**src/rtl/fifo_rd_sched.sv**
```systemverilog
// Read-side scheduler: grants FIFO read bursts to one of two consumers by round-robin
// and forwards each read word to the granted consumer one cycle after the read strobe.
module fifo_rd_sched #(
  parameter int DATA_W    = 8,
  parameter int BURST_MAX = 4
) (
  input  logic              rd_clk,
  input  logic              rd_rst,
  input  logic              fifo_empty,
  output logic              fifo_rd_en,
  input  logic [DATA_W-1:0] fifo_rd_data,
  input  logic [1:0]        cons_req,
  input  logic [1:0]        cons_rdy,
  output logic [1:0]        gnt,
  output logic [1:0]        out_vld,
  output logic [DATA_W-1:0] out_data,
  output logic              busy
);

  typedef enum logic [1:0] {IDLE, XFER, LAST} state_t;

  localparam logic [2:0] BMAX = 3'(BURST_MAX);

  state_t            state, state_nxt;
  logic [2:0]        beat_cnt, beat_nxt;
  logic [1:0]        gnt_nxt;
  logic              rr_ptr, rr_nxt;
  logic              g;
  logic [1:0]        vld_p1;
  logic [DATA_W-1:0] data_p1;

  // rr_ptr is the last-served index; on a tie the other consumer wins.
  function automatic logic [1:0] rr_pick(input logic [1:0] req, input logic last);
    logic [1:0] win;
    unique case (req)
      2'b11:   win = last ? 2'b01 : 2'b10;
      2'b10:   win = 2'b10;
      default: win = 2'b01;
    endcase
    return win;
  endfunction

  assign g    = gnt[1];
  assign busy = (state != IDLE);

  always_comb begin
    fifo_rd_en = (state == XFER) & ~fifo_empty & cons_req[g] & cons_rdy[g] & (beat_cnt < BMAX);
  end

  always_comb begin
    state_nxt = state;
    gnt_nxt   = gnt;
    beat_nxt  = beat_cnt;
    rr_nxt    = rr_ptr;
    unique case (state)
      IDLE: begin
        if (|cons_req) begin
          state_nxt = XFER;
          gnt_nxt   = rr_pick(cons_req, rr_ptr);
          beat_nxt  = 3'd0;
        end
      end
      XFER: begin
        if (fifo_rd_en) beat_nxt = beat_cnt + 3'd1;
        if ((fifo_rd_en && (beat_nxt == BMAX)) || fifo_empty || !cons_req[g])
          state_nxt = LAST;
      end
      LAST: begin
        state_nxt = IDLE;
        gnt_nxt   = 2'b00;
        rr_nxt    = g;
      end
      default: state_nxt = IDLE;
    endcase
  end

  always_ff @(posedge rd_clk or negedge rd_rst) begin
    if (!rd_rst) begin
      state    <= IDLE;
      gnt      <= 2'b00;
      beat_cnt <= 3'd0;
      rr_ptr   <= 1'b1;
    end else begin
      state    <= state_nxt;
      gnt      <= gnt_nxt;
      beat_cnt <= beat_nxt;
      rr_ptr   <= rr_nxt;
    end
  end

  // Stage p1: the FIFO word arrives one cycle after the strobe; steer it to the granted consumer.
  always_ff @(posedge rd_clk or negedge rd_rst) begin
    if (!rd_rst) vld_p1 <= 2'b00;
    else         vld_p1 <= fifo_rd_en ? (g ? 2'b10 : 2'b01) : 2'b00;
  end

  always_ff @(posedge rd_clk or negedge rd_rst) begin
    if (!rd_rst)      data_p1 <= '0;
    else if (|vld_p1) data_p1 <= fifo_rd_data;
  end

  assign out_vld  = vld_p1;
  assign out_data = (|vld_p1) ? fifo_rd_data : data_p1;

endmodule

```
**config.mk**
```make
export PLATFORM = sky130hd
export DESIGN_NAME = fifo_rd_sched
export DESIGN_NICKNAME = d
export VERILOG_FILES = /design/src/rtl/fifo_rd_sched.sv
export SDC_FILE = /design/constraint.sdc
export NUM_CORES = 1
export LEC_CHECK = 0
export BUFFER_PORTS_ARGS = -buffer_cell sky130_fd_sc_hd__buf_4
export CAP_MARGIN = 5
export CORE_MARGIN = 5
export CORE_UTILIZATION = 47
export CTS_CLUSTER_DIAMETER = 40
export DETAILED_ROUTE_END_ITERATION = 7
export GPL_ROUTABILITY_DRIVEN = 0
export GPL_TIMING_DRIVEN = 0
export HOLD_SLACK_MARGIN = 0.05
export PLACE_DENSITY = 0.85
export RECOVER_POWER = 100
export SLEW_MARGIN = 10
export SYNTH_ARGS = -nofsm -noshare
export SYNTH_HDL_FRONTEND = slang
export SYNTH_SLANG_ARGS = --single-unit
```
**constraint.sdc**
```tcl
create_clock -name rd_clk -period 2.25 [get_ports rd_clk]
set_input_delay 0.1125 -clock rd_clk [delete_from_list [all_inputs] [get_ports rd_clk]]
set_output_delay 0.1125 -clock rd_clk [all_outputs]
set_load 0.02 [all_outputs]
```
==> impl_metrics.tcl <==
set metrics [dict create \
    status "completed" \
    netlist_instances 62 \
    cts_num_sinks 18 \
    ys_ff_latch 18 \
    avgSynthCellArea_um2 13.1 \
    post-route-min-period_ps 2020 \
    cap_violations 0 \
    synth-seq-area-share_pct 55.7 \
    drtPass1Iterations 1 \
    setup.worst_path.end_class "output pin" \
    antennaDiodeCount 0 \
    cts_root_buf "clkbuf_4" \
    peakVddDrop_v 0.000512 \
    overflow 0 \
    cp-start-kind "flip-flop" \
    grt_pass1_vias 600 \
    clkSlewWorstSetupHoldPaths_ps 100 \
    place_ws_ps 497 \
    min_path_type "in2reg" \
    viasPerCell 5.38 \
    drc_errors 0 \
    die_w_um 51.5 \
    drt-initial-drc-count 0 \
    crit_type "reg2out" \
    synthDistinctLibCells 28 \
    worst_skew_pair.late_latency_ps 300 \
    die-height_um 51.5 \
    drive_above_1_share_pct 30.5 \
    tns_ps 0 \
    rr_endpoint "beat_cnt[1]" \
    netlist_area_um2 811 \
    total_power_mw 1.30 \
    post-route-period-util_pct 89.7 \
    fin_ws_ps 231 \
    power_leakage_nw 0.474 \
    nNetsFinal 112 \
    drv_slew 0 \
    critical_path_buf_inv_count 2 \
    cts_tree "yes" \
    tightest_slew_ps 942 \
    slew-limit-headroom_pct 37.2 \
    whs_path_depth 2 \
    crit_chain "clkbuf_1 -> or3b_4 -> nor4b_4 -> clkbuf_2" \
    crit_family "simple AND/OR/NAND/NOR gates" \
    grt_first_pass_wirelength_um 2460 \
    critical_path.reg2reg.startpoint "state[1]" \
    cp_slowest_cell "or3b_4" \
    dp.final_hpwl_um 1220 \
    antenna_found_initial 0 \
    io_buffers 28 \
    h-tree-depth 1 \
    crit_arrival_ps 1910 \
    final_common_cell "dfrtp_1" \
    finalWirelength_um 1560 \
    hp-start "fifo_rd_data[1]" \
    vias 603 \
    min_to "data_p1[1]" \
    grt_max_degree 19 \
    cp_max_fo 10 \
    io_pins 29 \
    worstPathRequired_ps 2140 \
    powerDensity_nw_per_um2 1260 \
    drtAntennaViolNets 0 \
    area_growth_pct 27.3 \
    fill_cells 160 \
    max_freq_mhz 495 \
    yosysWarningCount 0 \
    rsz0062_at_grt "no" \
    initial_core_util_pct 48.0 \
    hold_viol_final 0 \
    r2r_slack_ps 410 \
    reg2reg_depth 4 \
    grtUsageTotal_pct 12.5 \
    rows 15 \
    core_um2 1690 \
    clock_skew_ps 2.42 \
    setup_viol_count_final 0 \
    synth_fp_nets 78 \
    max-clock-path-buffers 2 \
    numCtsBuffers 3 \
    wl_per_cell_um 13.9 \
    die_area_um2 2660 \
    final_cell_mix "dfrtp_1, clkbuf_1, buf_4" \
    critical_path.max_stage_delay_ps 460 \
    postCtsSetupBuffers 0 \
]
-- per-layer routing --
metal | track usage (%) | up-vias | routed length, µm
met5 | 0 | - | 0
met4 | 6.55 | 0 | 31
met3 | 3.72 | 3 | 135
met2 | 20.6 | 25 | 705
met1 | 14.5 | 282 | 684
li1 | - | 293 | -
-- where the power goes --
part / internal, mW / leakage (nW) / switching [mW]
logic: 0.223 / 0.231 / 0.362
registers: 0.455 / 0.223 / 0.0583
clock network: 0.0988 / 0.0210 / 0.0990
-- registers in the layout, summed over array words and instances (netlist names) --
register / flops
state: 2
data_p1: 8
rr_ptr: 1
out_vld: 2
gnt: 2
beat_cnt: 3
-- cells in the mapped netlist --
library cell	number	area [µm²]
dfrtp_1	17	425
mux2_2	9	101
nor2_1	4	15.0
inv_1	3	11.3
nand2_1	3	11.3
a32oi_1	2	17.5
mux2i_1	2	20.0
o21ai_0	2	10.0
a211oi_1	1	7.51
a21bo_2	1	10.0
a21boi_0	1	7.51
a31o_2	1	8.76
a32o_1	1	10.0
and2_2	1	7.51
buf_2	1	5.00
clkbuf_1	1	3.75
dfstp_2	1	26.3
ha_1	1	12.5
mux2_4	1	15.0
nand2b_1	1	6.26
nand4_1	1	6.26
nor2b_1	1	6.26
nor4b_4	1	23.8
o31a_2	1	10.0
o31ai_1	1	7.51
or2_2	1	6.26
or3_2	1	7.51
or3b_4	1	11.3
-- timing repair --
action                    4_1_cts  5_1_grt
hold buffers                    1        0
resized for setup               0        0
hold endpoints to repair       18        0
-- metrics by stage --
stage          cell area (µm²)  hold WS [ps]  cells  util (%)
6_report                  1030          45.4    112      61.1
5_1_grt                   1030          44.1    112      61.1
4_1_cts                   1090          55.5    112      64.4
3_5_place_dp              1040         -8.67    107      61.7
3_3_place_gp              1040         -10.2    107      61.7
2_1_floorplan              811          -183     62         -
-- cells by family after synthesis --
| logic type | synth area share [%] |
|---|---|
| AOI/OAI and AO/OA | 11.0 |
| DFF | 55.7 |
| muxes | 16.8 |
| and+or+nand+nor | 12.5 |
| buffers and inverters | 2.47 |
| adders and majority gates | 1.54 |
-- worst max-delay path by stage --
| stage | endpoint | startpoint | cells after the start |
|---|---|---|---|
| floorplan | beat_cnt[1] | state[1] | 4 |
| global placement | beat_cnt[1] | state[1] | 4 |
| detailed placement | beat_cnt[1] | state[1] | 4 |
| CTS | fifo_rd_en | state[1] | 4 |
| global route | fifo_rd_en | state[1] | 4 |
| finish | fifo_rd_en | state[1] | 4 |
-- cell type report --
class | count | area (µm²) | area share, %
Sequential cell | 18 | 452 | 43.8
Multi-Input combinational cell | 39 | 335 | 32.5
Timing Repair Buffer | 29 | 169 | 16.4
Clock buffer | 4 | 36.3 | 3.52
Tap cell | 17 | 21.3 | 2.06
Inverter | 3 | 11.3 | 1.09
Buffer | 2 | 7.51 | 0.727
Power figures use the tool's default switching activity.
